--- config.mk ---
export PLATFORM = sky130hd
export DESIGN_NAME = sequential_reader
export DESIGN_NICKNAME = d
export VERILOG_FILES = /design/src/rtl/sequential_reader.sv
export SDC_FILE = /design/constraint.sdc
export NUM_CORES = 2
export LEC_CHECK = 0
export CAP_MARGIN = 15
export CORE_MARGIN = 4
export CORE_UTILIZATION = 57
export CTS_CLUSTER_SIZE = 25
export DETAILED_ROUTE_END_ITERATION = 10
export DONT_BUFFER_PORTS = 1
export GPL_TIMING_DRIVEN = 0
export PLACE_DENSITY = 0.76
export SLEW_MARGIN = 20
export SYNTH_ARGS = -nofsm -noshare
export SYNTH_HDL_FRONTEND = slang
export SYNTH_SLANG_ARGS = --single-unit
--- constraint.sdc ---
create_clock -name clk -period 4.9 [get_ports clk]
set_input_delay 0.98 -clock clk [delete_from_list [all_inputs] [get_ports clk]]
set_output_delay 0.98 -clock clk [all_outputs]
set_load 0.005 [all_outputs]
--- src/rtl/sequential_reader.sv ---
// -----------------------------------------------------------------------------
// sequential_reader
//
// Reads `count` consecutive 64-bit records from global memory over an AXI4
// read channel, starting at byte address `offset`, and replays them in order
// on a 64-bit AXI4-Stream source. Bursts are split so none crosses a 4 KB
// page, and a burst is only requested once the record buffer can absorb all
// of its beats. This lets RREADY stay high for the whole burst.
//
// Ports
//   clk, rst          kernel clock, synchronous active-high reset
//   start             one-cycle job request, taken only while idle=1
//   offset, count     job byte base address (8-byte aligned) and record count
//   idle, done, error job status: idle level, completion pulse, sticky error
//   axiAR*            read address channel (master)
//   axiR*             read data channel (master)
//   outT*             record stream (source); TLAST marks the job's last record
// -----------------------------------------------------------------------------
module sequential_reader #(
  parameter int MAX_BURST  = 16,
  parameter int FIFO_DEPTH = 32
) (
  input  logic        clk,
  input  logic        rst,
  input  logic        start,
  input  logic [63:0] offset,
  input  logic [31:0] count,
  output logic        idle,
  output logic        done,
  output logic        error,
  output logic        axiARVALID,
  input  logic        axiARREADY,
  output logic [63:0] axiARADDR,
  output logic [7:0]  axiARLEN,
  output logic [2:0]  axiARSIZE,
  input  logic        axiRVALID,
  output logic        axiRREADY,
  input  logic [63:0] axiRDATA,
  input  logic [1:0]  axiRRESP,
  input  logic        axiRLAST,
  output logic [63:0] outTDATA,
  output logic        outTVALID,
  input  logic        outTREADY,
  output logic        outTLAST
);

  localparam int AW = $clog2(FIFO_DEPTH);
  localparam logic [31:0] MAX_BURST_U  = 32'(MAX_BURST);
  localparam logic [31:0] FIFO_DEPTH_U = 32'(FIFO_DEPTH);
  localparam logic [AW-1:0] PTR_ONE = AW'(1);
  localparam logic [AW:0]   CNT_ONE = (AW+1)'(1);

  typedef enum logic [1:0] {IDLE, ADDR, DATA, DRAIN} state_t;

  // Control state
  state_t      state_reg;
  logic [63:0] addr_reg;          // next burst address
  logic [31:0] remaining_reg;     // records not yet requested
  logic [31:0] stream_left_reg;   // records not yet handed out on the stream
  logic [AW:0] reserved_reg;      // buffer entries promised to the open burst
  logic [8:0]  burst_len_reg;     // beats in the current burst (1..256)
  logic [8:0]  beat_cnt_reg;      // beats received in the current burst
  logic        idle_reg;
  logic        done_reg;
  logic        error_reg;
  logic        arvalid_reg;
  logic [63:0] araddr_reg;
  logic [7:0]  arlen_reg;
  logic        rready_reg;

  // Record buffer: RAM body plus a head register that drives the stream.
  logic [63:0] mem [FIFO_DEPTH];
  logic [AW-1:0] wr_ptr_reg;
  logic [AW-1:0] rd_ptr_reg;
  logic [AW:0]   ram_cnt_reg;     // entries held in the RAM body
  logic          out_valid_reg;   // head register occupied
  logic [63:0]   out_data_reg;

  // Handshakes and buffer moves
  logic r_fire;
  logic t_fire;
  logic out_free;
  logic ram_to_out;
  logic bypass;
  logic ram_wr;

  // Burst sizing
  logic [12:0] page_room;
  logic [31:0] page_beats;
  logic [31:0] burst_beats;
  logic [31:0] fifo_used;
  logic [31:0] fifo_free;
  logic        space_ok;
  logic        last_beat;

  assign r_fire   = axiRVALID && rready_reg;
  assign t_fire   = out_valid_reg && outTREADY;
  assign out_free = !out_valid_reg || t_fire;

  // The head register refills from the RAM first; an incoming beat only
  // skips the RAM when nothing older is waiting, which keeps order intact
  // and gives one cycle from R beat to TVALID.
  assign ram_to_out = out_free && (ram_cnt_reg != '0);
  assign bypass     = out_free && (ram_cnt_reg == '0) && r_fire;
  assign ram_wr     = r_fire && !bypass;

  assign last_beat  = (beat_cnt_reg == burst_len_reg - 9'd1);

  always_comb begin
    page_room   = 13'd4096 - {1'b0, addr_reg[11:0]};
    page_beats  = 32'(page_room >> 3);
    burst_beats = remaining_reg;
    if (burst_beats > MAX_BURST_U) begin
      burst_beats = MAX_BURST_U;
    end
    if (burst_beats > page_beats) begin
      burst_beats = page_beats;
    end
    // Free space counts both stored records and beats still owed to us.
    fifo_used = 32'(ram_cnt_reg) + 32'(out_valid_reg) + 32'(reserved_reg);
    fifo_free = FIFO_DEPTH_U - fifo_used;
    space_ok  = (fifo_free >= burst_beats);
  end

  // ---------------------------------------------------------------------------
  // Job control FSM
  // ---------------------------------------------------------------------------
  always_ff @(posedge clk) begin
    if (rst) begin
      state_reg       <= IDLE;
      addr_reg        <= '0;
      remaining_reg   <= '0;
      stream_left_reg <= '0;
      reserved_reg    <= '0;
      burst_len_reg   <= '0;
      beat_cnt_reg    <= '0;
      idle_reg        <= 1'b1;
      done_reg        <= 1'b0;
      error_reg       <= 1'b0;
      arvalid_reg     <= 1'b0;
      araddr_reg      <= '0;
      arlen_reg       <= '0;
      rready_reg      <= 1'b0;
    end else begin
      done_reg <= 1'b0;

      if (t_fire) begin
        stream_left_reg <= stream_left_reg - 32'd1;
      end

      if (r_fire && (axiRRESP != 2'b00)) begin
        error_reg <= 1'b1;
      end

      case (state_reg)
        IDLE: begin
          if (start) begin
            error_reg <= 1'b0;
            if (count == 32'd0) begin
              done_reg <= 1'b1;
            end else begin
              addr_reg        <= offset;
              remaining_reg   <= count;
              stream_left_reg <= count;
              idle_reg        <= 1'b0;
              state_reg       <= ADDR;
            end
          end
        end

        ADDR: begin
          if (!arvalid_reg) begin
            // Length is frozen here so ARADDR/ARLEN stay stable until ARREADY.
            if (space_ok) begin
              arvalid_reg   <= 1'b1;
              araddr_reg    <= addr_reg;
              arlen_reg     <= 8'(burst_beats - 32'd1);
              burst_len_reg <= 9'(burst_beats);
            end
          end else if (axiARREADY) begin
            arvalid_reg   <= 1'b0;
            reserved_reg  <= reserved_reg + burst_len_reg[AW:0];
            addr_reg      <= addr_reg + {52'd0, burst_len_reg, 3'b000};
            remaining_reg <= remaining_reg - {23'd0, burst_len_reg};
            beat_cnt_reg  <= '0;
            rready_reg    <= 1'b1;
            state_reg     <= DATA;
          end
        end

        DATA: begin
          if (r_fire) begin
            reserved_reg <= reserved_reg - CNT_ONE;
            beat_cnt_reg <= beat_cnt_reg + 9'd1;
            // Our own beat count ends the burst; RLAST is only cross-checked.
            if (last_beat != axiRLAST) begin
              error_reg <= 1'b1;
            end
            if (last_beat) begin
              rready_reg <= 1'b0;
              state_reg  <= (remaining_reg == 32'd0) ? DRAIN : ADDR;
            end
          end
        end

        DRAIN: begin
          if (t_fire && (stream_left_reg == 32'd1)) begin
            done_reg  <= 1'b1;
            idle_reg  <= 1'b1;
            state_reg <= IDLE;
          end
        end

        default: state_reg <= IDLE;
      endcase
    end
  end

  // ---------------------------------------------------------------------------
  // Record buffer
  // ---------------------------------------------------------------------------
  always_ff @(posedge clk) begin
    if (ram_wr) begin
      mem[wr_ptr_reg] <= axiRDATA;
    end
  end

  always_ff @(posedge clk) begin
    if (rst) begin
      wr_ptr_reg    <= '0;
      rd_ptr_reg    <= '0;
      ram_cnt_reg   <= '0;
      out_valid_reg <= 1'b0;
      out_data_reg  <= '0;
    end else begin
      if (ram_to_out) begin
        out_data_reg  <= mem[rd_ptr_reg];
        rd_ptr_reg    <= rd_ptr_reg + PTR_ONE;
        out_valid_reg <= 1'b1;
      end else if (bypass) begin
        out_data_reg  <= axiRDATA;
        out_valid_reg <= 1'b1;
      end else if (t_fire) begin
        out_valid_reg <= 1'b0;
      end

      if (ram_wr) begin
        wr_ptr_reg <= wr_ptr_reg + PTR_ONE;
      end

      case ({ram_wr, ram_to_out})
        2'b10:   ram_cnt_reg <= ram_cnt_reg + CNT_ONE;
        2'b01:   ram_cnt_reg <= ram_cnt_reg - CNT_ONE;
        default: ram_cnt_reg <= ram_cnt_reg;
      endcase
    end
  end

  // ---------------------------------------------------------------------------
  // Outputs
  // ---------------------------------------------------------------------------
  assign idle       = idle_reg;
  assign done       = done_reg;
  assign error      = error_reg;
  assign axiARVALID = arvalid_reg;
  assign axiARADDR  = araddr_reg;
  assign axiARLEN   = arlen_reg;
  assign axiARSIZE  = 3'b011;
  assign axiRREADY  = rready_reg;
  assign outTDATA   = out_data_reg;
  assign outTVALID  = out_valid_reg;
  // stream_left only moves on a pop, so TLAST is stable while stalled.
  assign outTLAST   = out_valid_reg && (stream_left_reg == 32'd1);

endmodule
After elaboration in Yosys (flattened, before gate mapping). Memories as Yosys holds them, arrays and structs flattened. A register that Yosys moved wholly into a read port is not among the register bits. Index checks and enable logic that the tools add are counted.

Input port bits: 169. Memories: 1. RAM bits: 2048. Output and inout bits: 146. Register bits after elaboration: 312. Logic and storage cells: 149.

Order comparisons: 3. Add/sub/neg operators: 16. Mux-type cells: 64. Bitwise operators: 1. Eq/ne operators: 15. Reductions and logical operators: 30.

Memory list: mem (words 32, width 64, read ports 1, clocked after Yosys merged registers in 1, wr ports 1, RTL line 72) `logic [63:0] mem [FIFO_DEPTH];`.

Operators by type and width (count): 2-to-1 mux 64 bit (6); 2-to-1 mux 32 bit (10); one-hot mux 64 bit (2 select lines) (1); adder 64 x 12 -> 64 bit (1); zero test 32 bit (2); one-hot mux 32 bit (2 select lines) (1); == test 32 x 1 -> 1 bit (second input constant) (1); >= comparator 32 bit (1); greater-than comparator 32 x 10 -> 1 bit (1); greater-than comparator 32 x 5 -> 1 bit (second input constant) (1); subtractor 32 x 1 -> 32 bit (second input constant) (1); subtractor 32 x 9 -> 32 bit (1); 2-to-1 mux 9 bit (3); one-hot mux 6 bit (2 select lines) (2); 2-to-1 mux 1 bit (22); 2-to-1 mux 6 bit (3); one-hot mux 9 bit (2 select lines) (1); 2-to-1 mux 2 bit (8); inequality test 2 bit (second input constant) (7); subtractor 13 x 12 -> 13 bit (first input constant) (1); nonzero test 2 bit (6); subtractor 6 x 1 -> 6 bit (second input constant) (2); adder 5 x 1 -> 5 bit (second input constant) (2); 2-to-1 mux 5 bit (2); other kinds (26) (43).

Depth between registers and ports, before layout.
Depth in word-level cells: 8. Gate-level depth with buffers: 24. Mapped depth without buffers: 21.

Least setup slack after synthesis. No wires, ideal clock.

Kind: register to register. Start point: register addr_reg[0]. End point: register arlen_reg[3], in the netlist axiARLEN[3]. Arrival time: 5109 ps. Clock period less this slack: 5230 ps. Buffers on the path: 4. Required time: 4779 ps. Slack: -330 ps. Cell stages (with the launch flop): 24. Setup time: 121 ps. Path through: dfxtp_1 > or4_4 > or4_4 > or3_1 > buf_2 > nor3_2 > nand2b_1 > ha_1 > and4_1 > o2bb2ai_1 > or2_2 > clkbuf_1 > or2_2 > ha_1 > a21oi_1 > o211ai_1 > o211ai_1 > a21oi_1 > or2_2 > o211a_2 > buf_6 > buf_6 > o21ai_0 > o21ai_1.

Cells in the longest elaborated chain, start to end: 5. Elaborated cells between the ends (all ways): 6. Classes of those cells: 2 x add/sub; 2 x order compare; 1 x mux; 1 x reduce/logical.

Ends and longest elaborated chain: from (decl) (RTL line 57) `logic [63:0] addr_reg;`; from (signal assigned) (RTL line 162) `addr_reg <= offset;`; from (signal assigned) (RTL line 183) `addr_reg <= addr_reg + {52'd0, burst_len_reg, 3'b000};`; subtractor 13 x 12 -> 13 bit (*) (RTL line 110) `page_room = 13'd4096 - {1'b0, addr_reg[11:0]};`; greater-than comparator 32 x 10 -> 1 bit (RTL line 116) `if (burst_beats > page_beats) begin`; 2-to-1 mux 32 bit (*) (RTL line 116); >= comparator 32 bit (RTL line 122) `space_ok = (fifo_free >= burst_beats);`; AND reduction 3 bit (no source line); to (signal assigned) (RTL line 177) `arlen_reg <= 8'(burst_beats - 32'd1);`; to (decl) (RTL line 68) `logic [7:0] arlen_reg;`.

Mark *: on every way between the ends. The rest lies on a longest branch, timed or not. A chain may end at the register's enable or synchronous reset.

Worst setup path after layout.
Start point: register addr_reg[1]. End point: register araddr_reg[49], in the netlist axiARADDR[49].

Cells in the longest elaborated chain, start to end: 5.

Ends and longest elaborated chain: subtractor 13 x 12 -> 13 bit (*) (RTL line 110); greater-than comparator 32 x 10 -> 1 bit (RTL line 116); 2-to-1 mux 32 bit (*) (RTL line 116); >= comparator 32 bit (*) (RTL line 122); AND reduction 3 bit (no source line) (*); to (signal assigned) (RTL line 176) `araddr_reg <= addr_reg;`; to (decl) (RTL line 67) `logic [63:0] araddr_reg;`.

Marked as above.

==> summary.txt <==
Outcome
  – Run status: finished with violations
  – Violated checks: setup timing

Drt
  – Vias after detailed routing: 56.45k
  – Routed wire length: 291400 um
  – Drt drc: 0
  – Wire per inst: 36.25 um
  – Vias per Instance: 7.022
  – Remaining antenna violation count: 0
  – Drt first pass iters: 8
  – Iteration-0 DRC Markers: a little over 8k

Power
  – Power Density: ~540 nW/um^2
  – VDD IR max: 0.0004634 V
  – Leak Pwr: 34.29 nW

Timing
  – # setup viols final: 82
  – Slew @ Worst Pin: 1.199 ns
  – Worst hold margin: roughly 0.18 ns
  – RSZ-0062 raised after global routing: true
  – Fin. max-slew vios: 0
  – Post-Route Skew: 0.09717 ns
  – Max Clk Rate: ~180 MHz
  – Tcrit/Tclk final: 112.2%
  – Worst setup margin: -0.5990 ns
  – Crit path time final: 5.499 ns
  – Slew HR: approximately 20%
  – Final Hold Fails: 0

Setup path
  – CP Capture Type: flip-flop
  – Slowest cell on crit path: or4_4
  – Most used cell along the critical path: a21oi_2
  – Cell chain of the critical path: or4_4 -> or4_4 -> or3_4 -> nor3_4 -> nand2b_4 -> ha_4 -> nand4_1 -> nor2_4 -> a221oi_4 -> or2_4 -> clkbuf_16 -> or2_4 -> ha_2 -> a21oi_2 -> o211ai_1 -> o211ai_1 -> a21oi_2 -> or3_4 -> o211ai_4 -> buf_12 -> buf_12 -> clkbuf_16 -> nand3_2 -> a21oi_2
  – Worst Path Max Fanout: 8
  – R2R Setup Slk: -0.60 ns
  – Crit path max-delay family: simple AND/OR/NAND/NOR gates
  – Critical path type: flip-flop to flip-flop
  – WP buf/inv: 4
  – Crit path DAT: 6.25 ns
  – Critical Path RT: 5.65 ns
  – CP Launch Type: flip-flop
  – Slowest stage delay, CP: between 0.5 and 0.6 ns

Min path
  – Path type of the worst min-delay path: input port to flip-flop

Logic synthesis
  – Yosys Warn Count: 0
  – Number of flops mapped to enable cells by yosys: a little over 2k
  – Netlist Area Pre-Place: 95260 sq um
  – Top_reg_cell synth: edfxtp_1
  – Syn Inst Count: 5236
  – Synth unique cells: 86
  – Syn_area_per_cell: 18.19 sq um
  – Yosys top cell area share: 64.56%
  – Most frequent cell after synthesis: edfxtp_1
  – Top cell type by total area after synthesis: edfxtp_1
  – Sequential area share after synthesis: 71.22%
  – Register bit total from synthesis: 2365
  – Top area cells in the synthesized netlist: edfxtp_1 65%, mux4_2 15%, dfxtp_1 6.7%, o21ai_0 1.3%, ha_1 1.2%
  – Commonest cells in the netlist: 2048 x edfxtp_1, 640 x mux4_2, 317 x dfxtp_1
  – Ys async rst share: 0%

Floorplan
  – Die X: 416.8 um
  – Row count: between 100 and 150
  – Die Y: 416.8 um
  – Die ar.: 173700 sq um
  – Initial core utilization: between 50% and 60%
  – Core Region: 165500 sq um
  – Io pins: 315

Global route
  – Vias in the first global route: about 56k
  – Initial antenna violation count: 13
  – Gr ovfl total: 0
  – First-pass GRT wire length: slightly above 400000 um
  – Largest net degree at the start of global routing: 34
  – Total GRT Usage: 33.37%

Placement
  – Detail Placement HPWL: between 150000 and 200000 um
  – GP Congestion: 0.9467
  – Buffers on Ports: 0
  – Placed Area: 101600 sq um

Clock tree
  – TritonCTS sink count: 2365
  – Clock Pin Slew Worst Setup and Hold Paths: 0.07 ns
  – CTS Root Buffer Type: clkbuf_16
  – CTS Hold Bufs: 0
  – Cts bufs inserted: around 220
  – CTS tree: yes
  – Bufs on Longest Clock Path: 3
  – CTS H-tree depth: 4
  – Worst skew pair latency: 0.91 ns

Layout
  – Biggest register: mem
  – Number of flip-flops in the largest register: 2048
  – Fillers: 10.10k
  – Nets@finish: 5918
  – Post-route cell area: 110700 sq um
  – Layout cell share with drive strength beyond 1: between 20% and 30%
  – Area Overhead vs Synth: 16.16%

Job
  – Max-cap violation count: 0
==> per-stage QoR <==
stage	TNS [ns]	instances	setup WS, ns	util, %	total power [mW]
global placement	-8373.05	7453	-4.392	59.43	40.26
detailed placement	-75.67	7577	-1.076	61.37	40.70
floorplan	-321.70	5264	-0.2215	-	35.33
finish	-42.11	8039	-0.5990	66.84	59.64
CTS	-35.18	8011	-0.4944	66.34	58.87
global route	-51.46	8026	-0.7114	66.82	61.77
==> cell families after synthesis <==
| group | after synthesis | synth area share, % |
|---|---|---|
| mux | 748 | 16.27 |
| compound gates | 717 | 4.562 |
| fa+ha+maj | 102 | 1.395 |
| simple gates | 842 | 4.186 |
| xor+xnor | 90 | 0.8419 |
| flops | 2365 | 71.22 |
| buf+inv | 370 | 1.516 |
| other cells | 2 | 0.007884 |
==> per-layer routing <==
layer / part of all wire [%] / track usage, % / wire [um] / vias to the layer above
met5: 0.035 / 0 / 103 / -
met4: 6.6 / 18.54 / 19270 / 12
met3: 12 / 8.645 / 34030 / 1051
met2: 49 / 55.01 / 143900 / 4621
met1: 32 / 40.54 / 94090 / 28630
li1: - / - / - / 22140
==> final timing paths <==
kind	startpoint	cells after the start	endpoint
worst max-delay path	addr_reg[1]	24	axiARADDR[49]
worst min-delay path	axiRDATA[9]	0	mem[20][9]
worst max register to register	addr_reg[1]	24	axiARADDR[49]
worst min register to register	outTDATA[15]	2	outTDATA[15]
==> placed cells by master, fill, tap and decap left out, types with 56 or more instances in the layout <==
| master | count |
|---|---|
| clkbuf_16 | 232 |
| clkbuf_1 | 229 |
| inv_1 | 60 |
| buf_16 | 64 |
| edfxtp_1 | 2048 |
| nand2_1 | 255 |
| ha_1 | 89 |
| nand3_1 | 80 |
| mux2i_1 | 104 |
| a21oi_1 | 133 |
| buf_12 | 70 |
| mux4_2 | 640 |
| o21ai_0 | 187 |
| dfxtp_1 | 314 |
| nor2_1 | 181 |
| a22oi_1 | 56 |
==> where the power goes <==
group / internal (mW) / total [mW] / switching, mW
sequential: 22.5 / 23.5 / 0.931
clock: 9.69 / 17.5 / 7.83
combinational: 7.81 / 18.6 / 10.8
total: 40.0 / 59.6 / 19.6
==> layout make-up <==
cell class,count,area [sq um],share of cell area [%]
Sequential cell,2365,67850,61.32
Buffer,308,1506,1.361
Multi-Input combinational cell,2530,27520,24.87
Clock buffer,287,5931,5.360
Inverter,60,225.2,0.2035
Clock inverter,124,1390,1.256
Antenna cell,15,37.54,0.03392
Timing Repair Buffer,161,3455,3.122
Tap cell,2189,2739,2.475
==> worst reg2reg max path: cells and delay by family (launching register included) <==
| family | cells | cell delay, ns |
|---|---|---|
| simple gates | 11 | 3.27 |
| flops | 1 | 0.34 |
| buf+inv | 4 | 0.69 |
| compound gates | 7 | 0.82 |
| fa+ha+maj | 2 | 0.33 |
==> what timing repair did <==
| item | 4_1_cts | 5_1_grt |
|---|---|---|
| gates resized for setup | 131 | 118 |
| setup buffers | 18 | 6 |
| endpoints found under the setup margin | 83 | 83 |
| pin swaps | 28 | 55 |
| cloned | 5 | 7 |
Note: power is estimated with default switching activity, not from simulation.
